File: src/rtl/ctrl_pkg.sv
// Shared definitions for the control pipeline: CP0 cause codes, trap FSM
// encoding and the decode-side cause priority helper.
package ctrl_pkg;

   localparam logic [5:0] EXC_SYS = 6'd8;
   localparam logic [5:0] EXC_BP  = 6'd9;
   localparam logic [5:0] EXC_RI  = 6'd10;

   typedef enum logic [1:0] {
      ST_RUN  = 2'd0,
      ST_TRAP = 2'd1,
      ST_HOLD = 2'd2
   } state_e;

   // Reserved instruction outranks SYSCALL, which outranks BREAK.
   function automatic logic [5:0] cause_sel(input logic ri, input logic sys);
      logic [5:0] c;
      if (ri) begin
         c = EXC_RI;
      end else if (sys) begin
         c = EXC_SYS;
      end else begin
         c = EXC_BP;
      end
      return c;
   endfunction

endpackage

File: src/rtl/ctrl_stage_reg.sv
// One pipeline stage of the control path. Priority: reset, flush, hold,
// bubble, capture.
module ctrl_stage_reg
   import ctrl_pkg::*;
#(
   parameter int DW = 8
) (
   input  logic          clk,
   input  logic          rst,
   input  logic          flush_i,
   input  logic          hold_i,
   input  logic          bubble_i,
   input  logic [DW-1:0] data_i,
   output logic [DW-1:0] data_o
);

   logic [DW-1:0] data_d;
   logic [DW-1:0] data_q;

   // Next-state selection for this stage.
   always_comb begin
      data_d = data_q;
      if (flush_i) begin
         data_d = {DW{1'b0}};
      end else if (hold_i) begin
         data_d = data_q;
      end else if (bubble_i) begin
         data_d = {DW{1'b0}};
      end else begin
         data_d = data_i;
      end
   end

   // Stage register.
   always_ff @(posedge clk) begin
      if (rst) begin
         data_q <= {DW{1'b0}};
      end else begin
         data_q <= data_d;
      end
   end

   assign data_o = data_q;

endmodule

File: src/rtl/ctrl_pipe_exc.sv
// Control-signal pipeline after decode with precise exception / ERET handling
// at stage COMMIT and a short issue hold-off while fetch is redirected.
module ctrl_pipe_exc
   import ctrl_pkg::*;
#(
   parameter int CTRL_W   = 14,
   parameter int NSTG     = 3,
   parameter int COMMIT   = 1,
   parameter int CAUSE_W  = 6,
   parameter int HOLD_CYC = 1
) (
   input  logic                     clk,
   input  logic                     rst,
   input  logic                     validD,
   input  logic [CTRL_W-1:0]        ctrlD,
   input  logic                     syscallD,
   input  logic                     breakD,
   input  logic                     riD,
   input  logic                     eretD,
   input  logic [NSTG-1:0]          stall_i,
   input  logic [NSTG-1:0]          flush_i,
   output logic [NSTG*CTRL_W-1:0]   ctrl_o,
   output logic [NSTG-1:0]          valid_o,
   output logic                     exception_o,
   output logic                     eret_o,
   output logic [CAUSE_W-1:0]       cause_o,
   output logic                     flush_all_o,
   output logic                     busy_o
);

   // Stage word layout: {valid, eret, exc, cause, ctrl}.
   localparam int DW    = 3 + CAUSE_W + CTRL_W;
   localparam int CNT_W = (HOLD_CYC > 1) ? $clog2(HOLD_CYC) : 1;

   state_e              state_q, state_d;
   logic [CNT_W-1:0]    cnt_q, cnt_d;
   logic                trap_exc_q, trap_exc_d;
   logic [CAUSE_W-1:0]  cause_q, cause_d;

   logic [DW-1:0]       stg_q  [NSTG];
   logic [DW-1:0]       stg_in [NSTG];
   logic [NSTG-1:0]     hold_s, flush_s, bubble_s;

   logic                exc_d_s, eret_d_s;
   logic [CAUSE_W-1:0]  cause_d_s;
   logic                com_valid_s, com_eret_s, com_exc_s, commit_s, in_trap_s;
   logic [CAUSE_W-1:0]  com_cause_s;
   logic                unused_tail_s;

   assign exc_d_s   = validD & (riD | syscallD | breakD);
   assign eret_d_s  = validD & eretD & ~exc_d_s;
   assign cause_d_s = exc_d_s ? CAUSE_W'(cause_sel(riD, syscallD)) : {CAUSE_W{1'b0}};

   // A stall in any older stage freezes this stage as well.
   always_comb begin
      hold_s[NSTG-1] = stall_i[NSTG-1];
      for (int k = NSTG - 2; k >= 0; k--) begin
         hold_s[k] = stall_i[k] | hold_s[k+1];
      end
   end

   assign com_valid_s = stg_q[COMMIT][DW-1];
   assign com_eret_s  = stg_q[COMMIT][DW-2];
   assign com_exc_s   = stg_q[COMMIT][DW-3];
   assign com_cause_s = stg_q[COMMIT][CTRL_W +: CAUSE_W];
   assign commit_s    = (state_q == ST_RUN) & com_valid_s & (com_exc_s | com_eret_s)
                        & ~hold_s[COMMIT] & ~flush_i[COMMIT];
   assign in_trap_s   = (state_q == ST_TRAP);

   genvar k;
   generate
      for (k = 0; k < NSTG; k++) begin : g_stg
         if (k == 0) begin : g_first
            assign stg_in[k]   = {validD, eret_d_s, exc_d_s, cause_d_s, ctrlD};
            assign bubble_s[k] = (state_q != ST_RUN);
         end else begin : g_rest
            assign stg_in[k] = stg_q[k-1];
            if (k == COMMIT + 1) begin : g_after_commit
               assign bubble_s[k] = hold_s[k-1] | commit_s;
            end else begin : g_plain
               assign bubble_s[k] = hold_s[k-1];
            end
         end
         // Stages up to COMMIT are squashed on the commit edge and throughout TRAP.
         if (k <= COMMIT) begin : g_squash
            assign flush_s[k] = flush_i[k] | commit_s | in_trap_s;
         end else begin : g_noquash
            assign flush_s[k] = flush_i[k];
         end

         ctrl_stage_reg #(.DW(DW)) u_stage (
            .clk      (clk),
            .rst      (rst),
            .flush_i  (flush_s[k]),
            .hold_i   (hold_s[k]),
            .bubble_i (bubble_s[k]),
            .data_i   (stg_in[k]),
            .data_o   (stg_q[k])
         );

         assign ctrl_o[k*CTRL_W +: CTRL_W] = stg_q[k][CTRL_W-1:0];
         assign valid_o[k]                 = stg_q[k][DW-1];
      end
   endgenerate

   assign unused_tail_s = ^stg_q[NSTG-1][DW-2:CTRL_W];

   // FSM state, hold counter, trap kind and cause latch.
   always_ff @(posedge clk) begin
      if (rst) begin
         state_q    <= ST_RUN;
         cnt_q      <= {CNT_W{1'b0}};
         trap_exc_q <= 1'b0;
         cause_q    <= {CAUSE_W{1'b0}};
      end else begin
         state_q    <= state_d;
         cnt_q      <= cnt_d;
         trap_exc_q <= trap_exc_d;
         cause_q    <= cause_d;
      end
   end

   // FSM next-state logic.
   always_comb begin
      state_d    = state_q;
      cnt_d      = cnt_q;
      trap_exc_d = trap_exc_q;
      cause_d    = cause_q;
      case (state_q)
         ST_RUN: begin
            if (commit_s) begin
               state_d    = ST_TRAP;
               trap_exc_d = com_exc_s;
               cause_d    = com_exc_s ? com_cause_s : cause_q;
            end else begin
               state_d = ST_RUN;
            end
         end
         ST_TRAP: begin
            if (HOLD_CYC == 0) begin
               state_d = ST_RUN;
            end else begin
               state_d = ST_HOLD;
               cnt_d   = CNT_W'(HOLD_CYC - 1);
            end
         end
         ST_HOLD: begin
            if (cnt_q == {CNT_W{1'b0}}) begin
               state_d = ST_RUN;
            end else begin
               cnt_d = cnt_q - {{(CNT_W-1){1'b0}}, 1'b1};
            end
         end
         default: begin
            state_d = ST_RUN;
         end
      endcase
   end

   // Moore outputs decoded from the state register.
   always_comb begin
      exception_o = 1'b0;
      eret_o      = 1'b0;
      flush_all_o = 1'b0;
      busy_o      = 1'b0;
      case (state_q)
         ST_RUN: begin
            busy_o = 1'b0;
         end
         ST_TRAP: begin
            exception_o = trap_exc_q;
            eret_o      = ~trap_exc_q;
            flush_all_o = 1'b1;
            busy_o      = 1'b1;
         end
         ST_HOLD: begin
            busy_o = 1'b1;
         end
         default: begin
            busy_o = 1'b0;
         end
      endcase
   end

   assign cause_o = cause_q;

endmodule

File: config.mk
export PLATFORM = sky130hd
export DESIGN_NAME = ctrl_pipe_exc
export DESIGN_NICKNAME = d
export VERILOG_FILES = /design/src/rtl/ctrl_pkg.sv /design/src/rtl/ctrl_stage_reg.sv /design/src/rtl/ctrl_pipe_exc.sv
export SDC_FILE = /design/constraint.sdc
export NUM_CORES = 1
export LEC_CHECK = 0
export CORE_ASPECT_RATIO = 1.25
export CORE_MARGIN = 8
export CORE_UTILIZATION = 48
export DETAILED_ROUTE_END_ITERATION = 12
export GPL_TIMING_DRIVEN = 0
export PLACE_DENSITY = 0.84
export SYNTH_ARGS = -nofsm -noshare
export SYNTH_HDL_FRONTEND = slang
export SYNTH_SLANG_ARGS = --single-unit
export TNS_END_PERCENT = 50
File: constraint.sdc
create_clock -name clk -period 2.5 [get_ports clk]
set_input_delay 0.5 -clock clk [delete_from_list [all_inputs] [get_ports clk]]
set_output_delay 0.5 -clock clk [all_outputs]
set_load 0.01 [all_outputs]
Word-level counts from Yosys, hierarchy flattened
Index checks and enable logic that the tools add are counted.
{"block": "word_totals", "latchBits": 0, "inputBits": 27, "output_inout_bits": 55, "regBits": 79, "romBits": 0, "mem_bits_rw": 0, "n_memories": 0, "wordCells": 56}
{"block": "classes", "eq_ne": 3, "n_addsub": 1, "shifts": 0, "muxes": 15, "magnitude_cmp": 0, "n_mul": 0, "n_reduce_logical": 9, "n_bitwise": 21, "div_mod_pow": 0}
{"cell": "$mux W23", "n": 3}
{"cell": "$or A1 B1 Y1", "n": 10}
{"cell": "$reduce_or A2 Y1", "n": 4}
{"cell": "$and A1 B1 Y1", "n": 7}
{"cell": "$mux W1", "n": 7}
{"cell": "$mux W6", "n": 1}
{"cell": "$pmux W2 S3", "n": 1}
{"cell": "$mux W2", "n": 2}
{"cell": "$not A1 Y1", "n": 4}
{"cell": "$reduce_bool A2 Y1", "n": 2}
{"cell": "$reduce_and A3 Y1", "n": 1}
{"cell": "$eq A2 B1 Y1 const B", "n": 1}
{"cell": "$eq A2 B2 Y1 const B", "n": 1}
{"cell": "$logic_not A2 Y1", "n": 1}
{"cell": "$ne A2 B2 Y1 const B", "n": 1}
{"cell": "$pmux W1 S2", "n": 1}
{"cell": "$reduce_and A2 Y1", "n": 1}
{"cell": "$sub A1 B1 Y1 const B", "n": 1}

Longest topological paths before layout
{"block": "logic_depth", "depth_word": 8, "depth_mapped": 7, "mapped_depth_nobuf": 5}

Hierarchy
Synthesis repeated with hierarchy kept, for this count alone.
{"block": "unflattened", "cells_unflattened": 369, "area_unflattened_um2": 3274.4}
{"mod": "ctrl_stage_reg", "area_each_um2": 930.9, "n_inst": 3, "seq_area_each_um2": 460.4, "cells_each": 103}
{"mod": "ctrl_pipe_exc", "area_each_um2": 481.7, "n_inst": 1, "seq_area_each_um2": 180.2, "cells_each": 60}

Worst setup path before layout
OpenSTA, ideal clock, no wires.
{"block": "synth_path", "path_type": "register -> register", "startpoint": "register state_q[0]", "endpoint": "register g_stg[0].u_stage.data_q[10]", "setup_ns": 0.116, "period_less_slack_ns": 1.568, "required_ns": 2.384, "path_stages_with_launch": 8, "setup_slack_ns": 0.932, "n_path_buf": 2, "arrival_time_ns": 1.452, "path_cell_list": "dfxtp_1 inv_1 ha_1 buf_4 o211ai_1 o31ai_4 buf_4 a21oi_1"}
{"block": "synth_between", "elab_chain_cells": 8, "elab_cells_between_ends": 11, "classes_between": "eq/ne: 1; mux: 1; bitwise: 6; reduce/logical: 3"}
{"item": "start, declared", "line_no": "ctrl_pipe_exc.sv:35", "source": "state_e state_q, state_d;"}
{"item": "start signal, assigned", "line_no": "ctrl_pipe_exc.sv:116", "source": "state_q <= state_d;"}
{"item": "$logic_not A2 Y1", "line_no": "ctrl_pipe_exc.sv:66", "source": "assign commit_s = (state_q == ST_RUN) & com_valid_s & (com_exc_s | com_eret_s)"}
{"item": "$and A1 B1 Y1 (2 in a row)", "line_no": "ctrl_pipe_exc.sv:66"}
{"item": "$and A1 B1 Y1 (2 in a row)", "line_no": "ctrl_pipe_exc.sv:67", "source": "& ~hold_s[COMMIT] & ~flush_i[COMMIT];"}
{"item": "$or A1 B1 Y1 (2 in a row)", "line_no": "ctrl_pipe_exc.sv:86", "source": "assign flush_s[k] = flush_i[k] | commit_s | in_trap_s;"}
{"item": "$reduce_or A2 Y1 (no line)"}
{"item": "end signal, assigned", "line_no": "ctrl_stage_reg.sv:37", "source": "data_q <= {DW{1'b0}};"}
{"item": "end signal, assigned", "line_no": "ctrl_stage_reg.sv:39", "source": "data_q <= data_d;"}
{"item": "end, declared", "line_no": "ctrl_stage_reg.sv:18", "source": "logic [DW-1:0] data_q;"}
Parallel ways exist; a longest one is shown, timed or not.
A chain may end at the register's enable or synchronous reset.

Final worst setup path
{"block": "layout_path", "startpoint": "register state_q[1]", "endpoint": "output eret_o"}
{"block": "layout_between", "elab_chain_cells": 2}
{"item": "$eq A2 B1 Y1", "line_no": "ctrl_pipe_exc.sv:166", "source": "case (state_q)"}
{"item": "$mux W1", "line_no": "ctrl_pipe_exc.sv:166"}
{"item": "end, declared", "line_no": "ctrl_pipe_exc.sv:25", "source": "output logic eret_o,"}
Every way passes these cells.

==> metrics.cfg <==
[pwr]
ir_drop_v=0.0004605
pwr_density_cell_mw_per_mm2=608.9
p_int_mw=1.676
power.switching_mw=0.4538
p_comb_share_pct=6.3
power_leakage_nw=1.206
seq_power_share_pct=44.5
swShare_pct=21.30
p_clk_share_pct=49.2

[placement]
globalplace.congestion=0.8140
dp.final_hpwl_mm=4.730
port_buffers=77
placedCellCount=405

[timing]
finalCritPeriodShare_pct=86.67
post-route-min-period_ns=2.167
rsz_0062_raised_after_global_routing=no
worstMarginPinSlew_ns=0.6514
worst_hold_slack_across_all_endpoints_ns=0.4530
maxSlewHeadroom_pct=56.33
timing.final.setup_violations=0
worst_clock_skew_ns=0.006626
fin_tns_setup_ns=0
finalMaxSlewViolations=0
final_hold_viol_count=0
max_freq_ghz=0.4615

[grt]
antenna_found_initial=0
groute.usage.overall_pct=17.39
global_route_wire_length_before_repair_mm=10.34
first_global_vias=2214
grt_total_ovfl=0
maximum_number_of_pins_on_one_net_before_global_route_repair=12

[route]
route.detailed.vias_per_inst=5.131
drt.antenna.violating_nets=0
routed-via-count=2160
drc_violation_count_after_routing=0
drt-pass1-iter-count=4
dr.first_iter.drc_count=109
wl_per_cell_um=14.90
detail_route.wirelength_mm=6.275

[logic_synthesis]
synthesis.instances=264
synthMostInstantiatedCell=sky130_fd_sc_hd__dfxtp_1
synth-main-ff-cell=sky130_fd_sc_hd__dfxtp_1
synth_area_in_compound_gates_pct=16.62
yosysTopAreaCellShare_pct=49.19
synth_async_reset_ratio_pct=0
synth_xor_area_share_pct=0
yosysTopAreaCell=sky130_fd_sc_hd__dfxtp_1
synthAdderAreaFrac_pct=1.042
synthMuxAreaShare_pct=0.8338
synth.ff_latch_count=59
synthTopCellsByArea=sky130_fd_sc_hd__dfxtp_1 (49%), sky130_fd_sc_hd__a21oi_1 (8.1%), sky130_fd_sc_hd__buf_4 (6.6%)
seq_area_frac_synth_pct=49.19
synth-simple-area-share_pct=21.99
synth_enable_flop_cells=0
average_instance_area_after_synthesis_um2=9.095
synth.lib_cells_used.distinct=33
yosys-top-cells-count=sky130_fd_sc_hd__dfxtp_1 (59), sky130_fd_sc_hd__nand2_1 (40), sky130_fd_sc_hd__a21oi_1 (39)
mappedNetlistArea_mm2=0.002401
synth_warnings=0
synth_top_family_by_area=simple AND/OR/NAND/NOR gates

[clocking]
clockRootBuffer=sky130_fd_sc_hd__clkbuf_8
clock_h_tree_levels=3
cts_clk_pin_slew_worst_paths_ns=0.07
tritoncts=done
cts_num_sinks=59
cts_hold_buffers=0
cts_repair_resize_count=0
cts.repair_timing.setup_buffer_count=0
tritoncts.num_buffers=9
worst_skew_pair.late_latency_ns=0.34
cts_buffer_depth=2

[finish]
layout-drive-gt1-share_pct=12.81
final_non_filler_cell_total=421
diodes=0
synthToLayoutAreaGrowth_pct=45.70
final_nets=383

[run_status]
run_status=complete, no violations

[worst_setup_path]
worst_setup_path_end_kind=primary output
timing.critical_path.from=state_q[1]$_SDFF_PP0_
timing.rr.start=state_q[0]$_SDFF_PP0_
cp_data_required_time_ns=2.00
timing.critical_path.fanout_max=7
startpoint_class_of_the_critical_path=register
worstPathArrival_ns=1.67
path_class=register to primary output

[floorplanning]
io_pins=82
start_util_pct=48.66
die_width_um=79.26
floorplan.core_area_mm2=0.004935
rows=29
fp.dieArea_mm2=0.007536
fp.dieH_um=95.08

[worst_hold_path]
hold_class=register to register
timing.hold.worst.start=g_stg[0].u_stage.data_o[20]$_SDFFE_PP0N_

[flow_run]
maxCapViolCount=0

==> registers in the layout, summed over array words and instances (netlist names) <==
signal / cells
trap_exc_q: 1
g_stg.u_stage.data_o: 53
state_q: 2
cause_o: 3
==> kinds of logic (layout without fill, tap and decap cells) <==
group           count (synthesis)  count (layout)
other cells                     1               3
fa+ha+maj                       2               2
simple gates                   98              98
buf+inv                        41             134
compound gates                 61              61
mux                             2               2
flops                          59              59
==> path summary, 6_finish.rpt <==
kind / end / slack [ns] / depth (start not counted)
setup / recovery: eret_o / 0.33 / 4
hold / removal: g_stg[0].u_stage.data_o[20]$_SDFFE_PP0N_ / 0.45 / 2
setup reg to reg: g_stg[0].u_stage.data_o[5]$_SDFFE_PP0N_ / 0.61 / 7
hold reg to reg: g_stg[0].u_stage.data_o[20]$_SDFFE_PP0N_ / 0.45 / 2
==> power by group through the flow <==
stage                     sequential (mW)  clock, mW  combinational (mW)
after floorplan                     0.967          0              0.0684
after global placement              0.968          0               0.131
after detailed placement            0.968          0               0.133
after CTS                           0.947       1.06               0.134
after global routing                0.947       1.11               0.145
final                               0.947       1.05               0.134
==> critical path, stage by stage, from the launching register on <==
cell                              delay, ns
sky130_fd_sc_hd__dfxtp_1               0.30
sky130_fd_sc_hd__inv_1                 0.07
sky130_fd_sc_hd__ha_1                  0.27
sky130_fd_sc_hd__nor2b_1               0.15
sky130_fd_sc_hd__clkdlybuf4s50_1       0.54
==> cell type report <==
cell class | instances | area (um2)
clock inverters | 6 | 113.9
fillers | 412 | 1436
flip-flops and latches | 59 | 1181
inverters | 4 | 15.01
well taps | 62 | 77.57
multi-input cells | 166 | 983.4
clock buffers | 10 | 127.6
plain buffers | 37 | 229.0
repair buffers | 77 | 770.7
==> routing by layer <==
layer | track usage (%) | up-vias | wire length, um
met5 | 0 | - | 0
met4 | 9.133 | 0 | 166
met3 | 6.226 | 15 | 462
met2 | 30.40 | 70 | 3203
met1 | 17.86 | 1002 | 2443
li1 | - | 1073 | -
==> through the flow <==
step	total power, mW	cell area, um2	worst slack (ns)	utilization, %
after floorplan	1.036	2409	0.9319	-
after global placement	1.100	3257	0.2358	66.00
after detailed placement	1.101	3257	0.1923	66.00
after CTS	2.142	3498	0.3108	70.89
after global routing	2.200	3498	0.2246	70.89
final	2.130	3498	0.3332	70.89
==> placed cells by master (no fill, tap or decap), drive strengths merged, types with 2 or more instances in the layout <==
master         instances
a22o                  15
clkdlybuf4s50         77
bufinv                 3
nand2b                 4
nor2                   3
clkbuf                22
a21oi                 40
nand4                  2
dfxtp                 59
ha                     2
nand3b                20
inv                    4
clkinvlp               2
buf                   25
mux2i                  2
nor3                   4
nand3                 15
nor2b                  2
and2                   3
nand2                 40
conb                   3
Power figures use the tool's default switching activity.
